$ cat config.mk
export PLATFORM = sky130hd
export DESIGN_NAME = stage_sequencer
export DESIGN_NICKNAME = d
export VERILOG_FILES = /design/src/rtl/stage_sequencer_pkg.sv /design/src/rtl/stage_sequencer_mfc_watchdog.sv /design/src/rtl/stage_sequencer.sv
export SDC_FILE = /design/constraint.sdc
export NUM_CORES = 1
export LEC_CHECK = 0
export ABC_AREA = 0
export CAP_MARGIN = 30
export CORE_MARGIN = 4
export CORE_UTILIZATION = 30
export CTS_CLUSTER_DIAMETER = 80
export CTS_CLUSTER_SIZE = 20
export DETAILED_ROUTE_END_ITERATION = 8
export GPL_TIMING_DRIVEN = 0
export PLACE_DENSITY = 0.7
export SLEW_MARGIN = 10
export SYNTH_ARGS = -nofsm -noshare
export SYNTH_HDL_FRONTEND = slang
export SYNTH_SLANG_ARGS = --single-unit
$ cat constraint.sdc
create_clock -name Clock -period 1.72 [get_ports Clock]
set_clock_uncertainty 0.15 [all_clocks]
set_input_delay 0.43 -clock Clock [delete_from_list [all_inputs] [get_ports Clock]]
set_output_delay 0.43 -clock Clock [all_outputs]
set_load 0.02 [all_outputs]
$ cat src/rtl/stage_sequencer_pkg.sv
// Shared definitions for the stage sequencer.
// Holds the state encoding (the state code is also the visible ClockCount),
// the Inst_Class codes, the MuxY select codes and the default MFC timeout.
package stage_sequencer_pkg;

  // The state value is exported as ClockCount, so the encoding is fixed.
  typedef enum logic [2:0] {
    ST_IDLE      = 3'd0,
    ST_FETCH     = 3'd1,
    ST_DECODE    = 3'd2,
    ST_EXECUTE   = 3'd3,
    ST_MEMORY    = 3'd4,
    ST_WRITEBACK = 3'd5,
    ST_FAULT     = 3'd6
  } state_t;

  // Inst_Class codes; 6 and 7 are illegal.
  localparam logic [2:0] CLASS_ALU    = 3'd0;
  localparam logic [2:0] CLASS_LOAD   = 3'd1;
  localparam logic [2:0] CLASS_STORE  = 3'd2;
  localparam logic [2:0] CLASS_BRANCH = 3'd3;
  localparam logic [2:0] CLASS_CALL   = 3'd4;
  localparam logic [2:0] CLASS_NOP    = 3'd5;

  // MuxY select codes.
  localparam logic [1:0] Y_RZ      = 2'd0;
  localparam logic [1:0] Y_MEM_OUT = 2'd1;
  localparam logic [1:0] Y_RET_ADR = 2'd2;

  localparam int DEFAULT_MFC_TIMEOUT = 16;

  function automatic logic is_legal_class(input logic [2:0] cls);
    return cls <= CLASS_NOP;
  endfunction

  function automatic logic is_mem_class(input logic [2:0] cls);
    return (cls == CLASS_LOAD) || (cls == CLASS_STORE);
  endfunction

endpackage

$ cat src/rtl/stage_sequencer_mfc_watchdog.sv
// mfc_watchdog: counts memory-step cycles spent waiting for MFC.
// Used only when MFC_TIMEOUT_EN is defined.
// Ports:
//   clk, rst_n     clock and asynchronous active-low reset
//   clear          return the count to zero (not waiting in the memory step)
//   count          one more cycle of waiting for MFC
//   expire         this waiting cycle is the last one allowed
module mfc_watchdog
  import stage_sequencer_pkg::*;
#(
  parameter int TIMEOUT_CYCLES = DEFAULT_MFC_TIMEOUT
) (
  input  logic clk,
  input  logic rst_n,
  input  logic clear,
  input  logic count,
  output logic expire
);

  localparam int CW = $clog2(TIMEOUT_CYCLES + 1);

  logic [CW-1:0] cnt;

  always_ff @(posedge clk or negedge rst_n) begin
    if (!rst_n) begin
      cnt <= '0;
    end else if (clear) begin
      cnt <= '0;
    end else if (count) begin
      cnt <= cnt + CW'(1);
    end
  end

  // The cycle that would make the count reach TIMEOUT_CYCLES is the
  // expiring one, so the sequencer leaves the memory step after exactly
  // TIMEOUT_CYCLES waiting cycles.
  assign expire = count && (cnt == CW'(TIMEOUT_CYCLES - 1));

endmodule

$ cat src/rtl/stage_sequencer.sv
// stage_sequencer: five-step instruction control sequencer for a simple
// processor datapath (fetch, decode, execute, memory, writeback) with a
// sticky fault state.
// Build option: define MFC_TIMEOUT_EN to fault after MFC_TIMEOUT_CYCLES
// cycles of waiting for MFC; without it the memory step waits indefinitely.
// Ports:
//   Clock, ProcessorReset_L       clock, asynchronous active-low reset
//   ProcessorEnable               run request (level)
//   Inst_Class[2:0]               decoded instruction class, captured in step 2
//   Branch_Taken                  condition result, used in step 3
//   MFC                           memory-function-complete handshake
//   *_Enable, ROM_Read, RF_WRITE  datapath strobes
//   *_Select, MEM_*               mux selects and RAM control
//   Y_Select[1:0]                 MuxY select
//   ClockCount[2:0]               step code (0 idle, 1-5 steps, 6 fault)
//   OperationFinished             pulse in the last step of each instruction
//   Fault                         sticky fault indication
module stage_sequencer
  import stage_sequencer_pkg::*;
#(
  parameter int MFC_TIMEOUT_CYCLES = DEFAULT_MFC_TIMEOUT
) (
  input  logic       Clock,
  input  logic       ProcessorReset_L,
  input  logic       ProcessorEnable,
  input  logic [2:0] Inst_Class,
  input  logic       Branch_Taken,
  input  logic       MFC,
  output logic       ROM_Read,
  output logic       IR_Enable,
  output logic       PC_Enable,
  output logic       RA_Enable,
  output logic       RB_Enable,
  output logic       RZ_Enable,
  output logic       RM_Enable,
  output logic       CCR_Enable,
  output logic       RY_Enable,
  output logic       RF_WRITE,
  output logic       PC_Select,
  output logic       INC_Select,
  output logic       B_Select,
  output logic       C_Select,
  output logic       MA_Select,
  output logic       MEM_Read_H_Write_L,
  output logic       MEM_Request,
  output logic [1:0] Y_Select,
  output logic [2:0] ClockCount,
  output logic       OperationFinished,
  output logic       Fault
);

  if (MFC_TIMEOUT_CYCLES < 1) begin : g_bad_timeout
    $error("MFC_TIMEOUT_CYCLES must be at least 1");
  end

  state_t     state;
  state_t     state_nxt;
  logic [2:0] class_q;
  logic       mem_wait;
  logic       timeout;

  // NOTE: state is a flop, so it is written with non-blocking assignments;
  // the async reset also drops every Moore-decoded output immediately.
  always_ff @(posedge Clock or negedge ProcessorReset_L) begin
    if (!ProcessorReset_L) begin
      state   <= ST_IDLE;
      class_q <= CLASS_ALU;
    end else begin
      state <= state_nxt;
      if (state == ST_DECODE) begin
        class_q <= Inst_Class;
      end
    end
  end

  // A load/store still waiting for the RAM handshake.
  assign mem_wait = (state == ST_MEMORY) && is_mem_class(class_q) && !MFC;

`ifdef MFC_TIMEOUT_EN
  mfc_watchdog #(
    .TIMEOUT_CYCLES(MFC_TIMEOUT_CYCLES)
  ) u_mfc_watchdog (
    .clk   (Clock),
    .rst_n (ProcessorReset_L),
    .clear (state != ST_MEMORY),
    .count (mem_wait),
    .expire(timeout)
  );
`else
  assign timeout = 1'b0;
`endif

  always_comb begin
    state_nxt = state;
    case (state)
      ST_IDLE:      if (ProcessorEnable) state_nxt = ST_FETCH;
      ST_FETCH:     state_nxt = ST_DECODE;
      ST_DECODE:    state_nxt = is_legal_class(Inst_Class) ? ST_EXECUTE : ST_FAULT;
      ST_EXECUTE:   state_nxt = ST_MEMORY;
      ST_MEMORY: begin
        if (!mem_wait)    state_nxt = ST_WRITEBACK;
        else if (timeout) state_nxt = ST_FAULT;
      end
      ST_WRITEBACK: state_nxt = ProcessorEnable ? ST_FETCH : ST_IDLE;
      ST_FAULT:     state_nxt = ST_FAULT;
      default:      state_nxt = ST_FAULT;
    endcase
  end

  // NOTE: every output gets a default before the case so no path through
  // this block leaves a latch behind.
  always_comb begin
    ROM_Read           = 1'b0;
    IR_Enable          = 1'b0;
    PC_Enable          = 1'b0;
    RA_Enable          = 1'b0;
    RB_Enable          = 1'b0;
    RZ_Enable          = 1'b0;
    RM_Enable          = 1'b0;
    CCR_Enable         = 1'b0;
    RY_Enable          = 1'b0;
    RF_WRITE           = 1'b0;
    PC_Select          = 1'b0;
    INC_Select         = 1'b0;
    B_Select           = 1'b0;
    C_Select           = 1'b0;
    MA_Select          = 1'b0;
    MEM_Read_H_Write_L = 1'b0;
    MEM_Request        = 1'b0;
    Y_Select           = Y_RZ;
    OperationFinished  = 1'b0;
    ClockCount         = state;
    Fault              = (state == ST_FAULT);

    case (state)
      ST_FETCH: begin
        ROM_Read   = 1'b1;
        IR_Enable  = 1'b1;
        PC_Enable  = 1'b1;
        INC_Select = 1'b1;
      end
      ST_DECODE: begin
        RA_Enable = 1'b1;
        RB_Enable = 1'b1;
      end
      ST_EXECUTE: begin
        RZ_Enable  = 1'b1;
        CCR_Enable = 1'b1;
        // A NOP has nothing to store, so RM stays closed.
        RM_Enable  = (class_q != CLASS_NOP);
        B_Select   = is_mem_class(class_q);
        if ((class_q == CLASS_CALL) ||
            ((class_q == CLASS_BRANCH) && Branch_Taken)) begin
          PC_Enable = 1'b1;
          PC_Select = 1'b1;
        end
      end
      ST_MEMORY: begin
        if (is_mem_class(class_q)) begin
          MEM_Request        = 1'b1;
          MEM_Read_H_Write_L = (class_q == CLASS_LOAD);
          RY_Enable          = MFC;
        end else begin
          RY_Enable = 1'b1;
        end
        if (class_q == CLASS_LOAD)      Y_Select = Y_MEM_OUT;
        else if (class_q == CLASS_CALL) Y_Select = Y_RET_ADR;
      end
      ST_WRITEBACK: begin
        RF_WRITE = (class_q == CLASS_ALU) || (class_q == CLASS_LOAD) ||
                   (class_q == CLASS_CALL);
        // CALL writes the return address into the link register.
        C_Select          = (class_q == CLASS_CALL);
        OperationFinished = 1'b1;
      end
      default: ;
    endcase
  end

endmodule

== Yosys cells after proc, flatten, opt, wreduce, memory -nomap -nowiden ==
Index checks and enable logic that the tools add are counted.
Operators by class
  div/mod/pow operators: 0
  multipliers: 0
  bitwise logic cells: 0
  add/subtract/negate cells: 0
  muxes and demuxes: 25
  magnitude comparators: 1
  eq/ne operators: 13
  reduce and logical (&&, ||, !) cells: 11
  shift operators: 0
Operators by type and width (count)
  3-bit one-hot mux with 6 select lines: 1
  1-bit 2-to-1 mux: 17
  3-bit by 2-bit == test with 1-bit output, second input constant: 4
  3-bit == test, second input constant: 4
  3-bit 2-to-1 mux: 3
  3-bit by 1-bit == test with 1-bit output, second input constant: 2
  3-bit zero test: 2
  2-bit 2-to-1 mux: 3
  1-bit logical OR: 4
  2-bit inequality test, second input constant: 2
  3-bit <= comparator, second input constant: 1
  1-bit logical AND: 3
  3-bit inequality test, second input constant: 1
  1-bit one-hot mux with 2 select lines: 1
  2-bit AND reduction: 1
  1-bit zero test: 1
Word-level totals
  memory bits (writable): 0
  memory bits (read-only): 0
  flip-flop bits (word level): 6
  memories: 0
  bits in latches: 0
  logic and storage cells: 52
  bits of input ports: 8
  output and inout bits: 24

== Longest topological paths before layout ==
Gate-level depths: netlist of run 1.
  depth after elaboration: 6
  gate-level depth with buffers: 4

== Least setup slack after synthesis of run 1 ==
Ideal clock, no wire load.
  kind: register to output
  start point: register state[0] (netlist: ClockCount[0])
  end point: output Y_Select[0]
  cell stages (with the launch flop): 5
  arrival time: 1.826 ns
  slack: -0.686 ns
  buffers on the path: 2
  cell sequence: dfrtp_1 > buf_2 > or3_4 > nor4b_2 > buf_4
On the way
  cells in the longest elaborated chain, start to end: 2
RTL lines
  from (decl): line stage_sequencer.sv:56  | state_t state;
  from (signal assigned): line stage_sequencer.sv:69  | state <= state_nxt;
  3-bit == test: line stage_sequencer.sv:135  | case (state)
  2-bit 2-to-1 mux: line stage_sequencer.sv:135
  to (decl): line stage_sequencer.sv:46  | output logic [1:0] Y_Select,
Every way passes these cells.

== Worst setup path after layout of run 1 ==
  start point: register state[1] (netlist: ClockCount[1])
  end point: output Y_Select[0]
Same word-level chain as after synthesis.

==> results of run 1 <==
==> metal layers <==
metal	up-vias	track usage (%)	wire, um
li1	300	-	-
met1	330	19.7	955
met2	47	27.6	1320
met3	12	4.21	159
met4	0	16.0	122
met5	-	0	0
==> power groups by stage <==
stage	Clock, mW	Combinational [mW]	Sequential, mW
2_1_floorplan	0	0.684	0.361
3_3_place_gp	0	1.15	0.331
3_5_place_dp	0	1.15	0.336
4_1_cts	0.144	1.65	0.308
5_1_grt	0.158	2.17	0.359
6_report	0.137	2.08	0.348
==> cell families after synthesis <==
family	Yosys count
other	1
multiplexers	2
AO/OA/AOI/OAI	11
AND/OR/NAND/NOR	19
buffers and inverters	13
XOR/XNOR	2
flip-flops	6
==> cell usage in the layout (no fill, tap or decap), types with 2 or more instances in the layout <==
master / count
a21oi_1: 2
buf_4: 27
buf_6: 27
clkbuf_4: 3
clkdlybuf4s50_1: 7
dfrtp_2: 6
dlygate4sd2_1: 2
inv_4: 3
nand2_1: 2
nand3_4: 2
nor2_4: 5
==> worst paths after layout <==
path | from | slack [ns] | cells past startpoint | endpoint
worst min-delay path | ProcessorReset_L | 0.28 | 1 | ClockCount[0]
worst max register to register | ClockCount[1] | -0.09 | 5 | ClockCount[0]
worst min register to register | class_q[0] | 0.41 | 1 | class_q[0]
min in group Clock | class_q[0] | 0.41 | 1 | class_q[0]
worst max-delay path | ClockCount[1] | -0.54 | 4 | Y_Select[0]
max in group asynchronous | ProcessorReset_L | 0.90 | 1 | class_q[1]
==> critical path: stages (launching register included) <==
cell and delay (ns):
dfrtp_2 0.44, or3_4 0.41, nor4b_4 0.32, buf_4 0.16
buf_6 0.10
==> stage by stage <==
| step | instances | instance area (um2) | hold WS [ns] |
|---|---|---|---|
| after floorplan | 54 | 495 | -0.0156 |
| after global placement | 99 | 815 | 0.451 |
| after detailed placement | 99 | 815 | 0.453 |
| after CTS | 119 | 1030 | 0.274 |
| after global routing | 129 | 1190 | 0.270 |
| final | 129 | 1190 | 0.278 |
==> registers in the layout, indices dropped and copies added (netlist names) <==
name / flops
ClockCount: 3
class_q: 3
==> timing repair <==
item                                    in CTS  in global routing
pin swaps                                    3                  9
resized for setup                          140                 26
endpoints found under the setup margin      23                 23
gates cloned                                 0                  0
hold endpoints to repair                     0                  0
buffers inserted                            16                 13
hold buffers                                 0                  0
==> cell type report <==
cell class	instances	area [um2]	area share, %
sequential	6	158	13.2
inverter	5	26.3	2.21
buffer	6	56.3	4.73
multi-input combinational	35	362	30.4
timing repair buffer	58	543	45.6
tap	15	18.8	1.58
clock buffer	4	26.3	2.21
==> impl_metrics.tcl, run 1 <==
set metrics [dict create \
    grt_max_degree 8 \
    cts.htree.levels 1 \
    synth_warnings 0 \
    worst_slack_ns -0.543 \
    fmax_ghz 0.442 \
    synth_nets 62 \
    drive_gt1_share_pct 76.3 \
    peakVddDrop_mv 1.48 \
    cp_data_arrival_time_ns 1.68 \
    pre_cts_slack_ns -0.813 \
    setup_violations 23 \
    pwr-share-comb_pct 81.1 \
    synth_area_leader_cell "dfrtp_1" \
    die-width_um 47.2 \
    cell_internal_pwr_mw 1.38 \
    end_kind "output port" \
    via_count 689 \
    dr.pass1.iters 4 \
    grt_pass1_wl_um 2660 \
    wl_per_cell_um 19.9 \
    drcViolationCount 0 \
    p_seq_share_pct 13.6 \
    violations "setup timing" \
    ioPinCount 32 \
    hold_viol_final 0 \
    period_needed_ns 2.26 \
    synth_seq_cells 6 \
    final_util_pct 87.1 \
    routed_wl_um 2560 \
    numCtsBuffers 3 \
    leakage_nw 0.544 \
    drv_cap 0 \
    dpl.hpwl_um 1050 \
    die_h_um 47.2 \
    cp_max_fo 4 \
    post-route-period-util_pct 132 \
    synth_xor_area_share_pct 3.80 \
    cts_num_sinks 6 \
    rsz0062_at_grt "true" \
    async_flop_share_pct 100 \
    syn_to_final_growth_pct 158 \
    synth_top_family_by_area "simple AND/OR/NAND/NOR gates" \
    die_area_um2 2230 \
    yosysUniqueCellTypes 30 \
    synthCells 54 \
    critPathLaunchType "flop" \
    synthSimpleGateAreaFrac_pct 25.5 \
    io_buffer_count 30 \
    antenna_left 0 \
    synth-compound-area-share_pct 16.3 \
    synthTopCellsByCount "buf_4, dfrtp_1, nor2_1, inv_1" \
    switchingPower_mw 1.18 \
    cts_tree "done" \
    power-per-cell-area_nw_per_um2 2150 \
    total_power_mw 2.56 \
    antenna_found_initial 0 \
    place.gp.congestion 0.695 \
    ys.flop_type "dfrtp_1" \
    clkPwrFrac_pct 5.3 \
    synth_edf_count 0 \
    gr-total-overflow 0 \
    tns_ns -6.03 \
    synth.area.top_cells "dfrtp_1, buf_4, nor2_1, a21oi_1, inv_1" \
    syn_area_um2 460 \
    status "finished with violations" \
    yosysTopAreaCellShare_pct 32.6 \
    grt_usage_pct 17.7 \
    drt_iter0_drc 9 \
    cts_root_buf "clkbuf_4" \
    first_global_vias 562 \
    synth_fa_ha_area_share_pct 0 \
    nFillCells 71 \
    clockBufferDepth 2 \
    netSwitchingFraction_pct 46.0 \
    core_area_um2 1370 \
    num_rows 13 \
    crit_type "reg -> out" \
    seq_area_frac_synth_pct 32.6 \
    nNetsFinal 123 \
    syn_avg_cell_area_um2 8.53 \
    required_ns 1.14 \
    via_per_inst 5.34 \
    path_clk_slew_ns 0.05 \
    hold_class "in -> async" \
    num_antenna_cells 0 \
    synthMuxAreaShare_pct 4.89 \
    maxSlewViolCount 0 \
    start_util_pct 33.7 \
    clk_latency_ns 0.25 \
]
Power figures use the tool's default switching activity.
==> inputs of run 2 (changes only) <==
GPL_TIMING_DRIVEN = not set   (was 0)
==> run 2 against run 1 <==
  * The run still ends with setup timing left
  * Clock power hardly changed
  * Worst setup slack better by 0.21 ns
  * Combinational power is 6% lower
  * First-iteration DRC count stayed put
  * Count of clock-buffer cells in the layout stayed put
  * Utilization is 4.5 points lower
==> impl_metrics.tcl, run 2 (synthesis results as in run 1) <==
set metrics [dict create \
    clockBufferDepth 2 \
    rsz0062_at_grt "true" \
    antenna_left 0 \
    via_count 581 \
    grt_pass1_wl_um 2580 \
    cts.htree.levels 1 \
    cpPeakStageDelay_ns 0.42 \
    via_per_inst 4.80 \
    cts_root_buf "clkbuf_4" \
    num_rows 13 \
    critPathTopFamily "simple AND/OR/NAND/NOR gates" \
    pre_cts_slack_ns -0.804 \
    setup_violations 20 \
    routed_wl_um 1770 \
    worst_slack_ns -0.333 \
    crit_path_cell_trace "or3_4, nor4b_4, buf_4" \
    hold_class "in -> async" \
    core_area_um2 1370 \
    violations "setup timing" \
    path_clk_slew_ns 0.05 \
    die_area_um2 2230 \
    drive_gt1_share_pct 74.5 \
    end_kind "output port" \
    post-route-period-util_pct 119 \
    tns_ns -4.09 \
    syn_to_final_growth_pct 145 \
    antenna_found_initial 0 \
    die_h_um 47.2 \
    leakage_nw 0.510 \
    nFillCells 86 \
    dpl.hpwl_um 1280 \
    power-per-cell-area_nw_per_um2 2090 \
    gr-total-overflow 0 \
    peakVddDrop_mv 1.25 \
    dr.pass1.iters 4 \
    cp_max_fo 4 \
    fmax_ghz 0.487 \
    die-width_um 47.2 \
    nNetsFinal 115 \
    mostFrequentLayoutCell "buf_6" \
    grt_max_degree 10 \
    final_util_pct 82.6 \
    wl_per_cell_um 14.6 \
    drv_cap 0 \
    critPathBufInv 1 \
    mostFrequentLayoutCells "buf_6, buf_4, clkdlybuf4s50_1" \
    instances_no_fill 121 \
    clk_latency_ns 0.24 \
    period_needed_ns 2.05 \
    drt_iter0_drc 9 \
    slowest_stage "or3_4" \
    drcViolationCount 0 \
    total_power_mw 2.36 \
    numCtsBuffers 3 \
    required_ns 1.14 \
    hold_viol_final 0 \
    status "finished with violations" \
    critPathLaunchType "flop" \
    ioPinCount 32 \
    cp_data_arrival_time_ns 1.47 \
    place.gp.congestion 0.753 \
    first_global_vias 592 \
    io_buffer_count 30 \
    crit_type "reg -> out" \
    grt_usage_pct 16.7 \
    num_antenna_cells 0 \
    cts_tree "done" \
    start_util_pct 33.7 \
    maxSlewViolCount 0 \
    cts_num_sinks 6 \
    dp.cells 108 \
]
run 2: cell count changes in the layout (fill, tap and decap cells not counted), moves of 2 or more:
cell and delta:
buf_4 -5, buf_6 -4, dfrtp_1 +3, dfrtp_2 -3
inv_2 +2, inv_4 -2
run 2: routing by layer:
metal  vias to the layer above  global-route usage (%)  routed length (um)
li1                        283                       -                   -
met3                         4                   0.383                  92
met1                       273                    18.2                 626
met5                         -                       0                   0
met2                        21                    32.5                1010
met4                         0                    8.29                  34
run 2: final timing paths:
kind / from / to / slack (ns) / depth (start not counted)
worst max register to register: ClockCount[0] / class_q[2] / 0.02 / 5
worst max-delay path: ClockCount[1] / MEM_Read_H_Write_L / -0.33 / 3
worst min-delay path: ProcessorReset_L / class_q[0] / 0.27 / 1
min in group Clock: class_q[2] / class_q[2] / 0.51 / 2
max in group asynchronous: ProcessorReset_L / ClockCount[1] / 0.92 / 1
worst min register to register: class_q[2] / class_q[2] / 0.51 / 2
run 2: cell type report:
class                   count  area [um2]  area share, %
repair buffers             56         528           46.8
multi-input cells          35         380           33.7
clock buffers               4        26.3           2.33
inverters                   5        21.3           1.88
well taps                  15        18.8           1.66
flip-flops and latches      6         154           13.6
run 2: report_power, final:
group	switching, mW	internal, mW
registers	0.0482	0.223
logic	0.954	0.996
clock network	0.0468	0.0876
run 2: what timing repair did:
item	CTS	global route
hold buffers	0	0
resized for setup	147	22
buffers inserted	6	6
setup endpoints to repair	23	24
pin swaps	7	3
run 2: through the flow:
step / hold slack (ns) / cell area (um2)
after floorplan: -0.0156 / 495
after global placement: 0.457 / 875
after detailed placement: 0.477 / 875
after CTS: 0.266 / 1040
after global routing: 0.270 / 1130
final: 0.268 / 1130
==> inputs of run 3 (changes only) <==
ABC_CLOCK_PERIOD_IN_PS = 2400   (was not set)
CORE_AREA = 4 4 41 43   (was not set)
CORE_MARGIN = not set   (was 4)
CORE_UTILIZATION = not set   (was 30)
DIE_AREA = 0 0 45 47   (was not set)
PLACE_DENSITY = 0.76   (was 0.7)
clock period = 2.4 ns   (was 1.72 ns; I/O delays follow)
==> run 3 against run 2 <==
  * The flow now finishes without violations
  * Clock power fell by 31%
  * Sequential power shrank 32%
  * Non-clock buffer count shrank 13
  * Final area down 27%
  * Combinational power down 55%
  * Sequential share of layout area is 4.6 points higher
  * Utilization is 19 points lower
  * Worst setup slack improved by 0.39 ns
  * Global-route usage fell by 2.3 points
  * Sequential cell count unchanged
  * Final cell count shrank 12%
  * Total power is 51% lower
  * Critical endpoint is now PC_Enable
==> impl_metrics.tcl, run 3 (synthesis results as in run 1) <==
set metrics [dict create \
    status "completed" \
    via_count 513 \
    required_ns 1.65 \
    num_antenna_cells 0 \
    worst_slack_ns 0.0550 \
    via_per_inst 4.79 \
    ff2ff_path_depth 4 \
    maxSlewViolCount 0 \
    grt_max_degree 10 \
    drv_cap 0 \
    clk_latency_ns 0.24 \
    nNetsFinal 102 \
    end_kind "output port" \
    start_util_pct 35.4 \
    power-per-cell-area_nw_per_um2 1400 \
    hold_class "in -> async" \
    syn_to_final_growth_pct 78.8 \
    die_h_um 47 \
    rsz0062_at_grt "false" \
    critPathLaunch "Branch_Taken" \
    num_rows 13 \
    crit_type "in -> out" \
    netSwitchingFraction_pct 46.2 \
    tns_ns 0 \
    setup_violations 0 \
    die_area_um2 2120 \
    clkPwrFrac_pct 8.0 \
    mostFrequentLayoutCells "buf_4, dlygate4sd2_1, clkdlybuf4s50_1" \
    clockBufferDepth 2 \
    hold_ws_ns 0.446 \
    place.gp.congestion 0.762 \
    drt_iter0_drc 10 \
    fmax_ghz 0.426 \
    routed_wl_um 1340 \
    final_util_pct 63.3 \
    cell_internal_pwr_uw 619 \
    dpl.hpwl_um 1100 \
    io_buffer_count 30 \
    r2r_slack_ns 0.87 \
    grt_usage_pct 14.5 \
    critPathLaunchType "input port" \
    leakage_nw 0.451 \
    first_global_vias 503 \
    cts_root_buf "clkbuf_4" \
    cts_num_sinks 6 \
    drive_gt1_share_pct 30.4 \
    instances_no_fill 107 \
    p_seq_share_pct 15.9 \
    pre_cts_slack_ns -0.438 \
    r2r-start "ClockCount[0]" \
    gr-total-overflow 0 \
    cp_data_arrival_time_ns 1.60 \
    nFillCells 124 \
    period_needed_ns 2.35 \
    antenna_found_initial 0 \
    dp.cells 104 \
    cts_tree "done" \
    mostFrequentLayoutCell "buf_4" \
    cp_max_fo 2 \
    hold_viol_final 0 \
    post-route-period-util_pct 97.7 \
    crit_path_end "PC_Enable" \
    switchingPower_uw 531 \
    final_area_um2 823 \
    peakVddDrop_mv 0.623 \
    drcViolationCount 0 \
    cts_setup_buffers 0 \
    dr.pass1.iters 6 \
    core_area_um2 1300 \
    wl_per_cell_um 12.6 \
    r2r_end "class_q[2]" \
    numCtsBuffers 3 \
    antenna_left 0 \
    path_clk_slew_ns 0.04 \
    pwr-share-comb_pct 76.1 \
    cts.htree.levels 1 \
    dpl_cell_area_um2 831 \
    grt_pass1_wl_um 2160 \
    ioPinCount 32 \
    total_power_mw 1.15 \
    die-width_um 45 \
]
run 3: changes by cell type in the layout (fill, tap and decap cells not counted), moves of 3 or more:
cell	before	now
inv_1	1	4
dlygate4sd2_1	1	13
clkdlybuf4s50_1	7	10
nor2_4	6	0
buf_6	23	0
nor2_1	0	6
buf_4	22	14
dfrtp_2	3	0
dfrtp_1	3	6
run 3: area by class of cell:
type                            instances  area [um2]  area share, %
Clock buffer                            3        22.5           2.74
Inverter                                5        18.8           2.28
Multi-Input combinational cell         35         251           30.5
Sequential cell                         6         150           18.2
Tap cell                               15        18.8           2.28
Timing Repair Buffer                   43         362           43.9
run 3: power by group through the flow:
stage	sequential (mW)	combinational, mW	clock, mW
floorplan	0.250	0.453	0
global placement	0.181	0.917	0
detailed placement	0.186	0.928	0
CTS	0.184	0.862	0.0948
global route	0.190	0.948	0.0974
finish	0.183	0.875	0.0918
run 3: worst max-delay path, stage by stage:
cell	delay, ns
clkdlybuf4s50_1	0.45
nand4b_1	0.09
and2_4	0.18
a21oi_2	0.12
buf_4	0.15
run 3: layer usage:
metal  up-vias  track usage (%)  share of wire (%)
met5         -                0                  0
met4         0             8.77                1.9
met3         5             2.68                6.2
met2        25             23.2                 48
met1       229             18.1                 44
li1        254                -                  -
run 3: worst min-delay path by stage:
stage,from,to,slack (ns),depth (start not counted)
final,ProcessorReset_L,ClockCount[2],0.45,1
after global routing,ProcessorReset_L,ClockCount[2],0.47,1
after global placement,ClockCount[1],ClockCount[1],0.44,2
after detailed placement,ClockCount[1],ClockCount[1],0.46,2
after CTS,ProcessorReset_L,ClockCount[2],0.45,1
after floorplan,ProcessorReset_L,ClockCount[0],0.15,0
run 3: what timing repair did:
item,CTS,global route
pin swaps,0,0
hold buffers,0,0
hold endpoints to repair,0,0
resized for setup,25,12
endpoints found under the setup margin,19,6
gates cloned,0,0
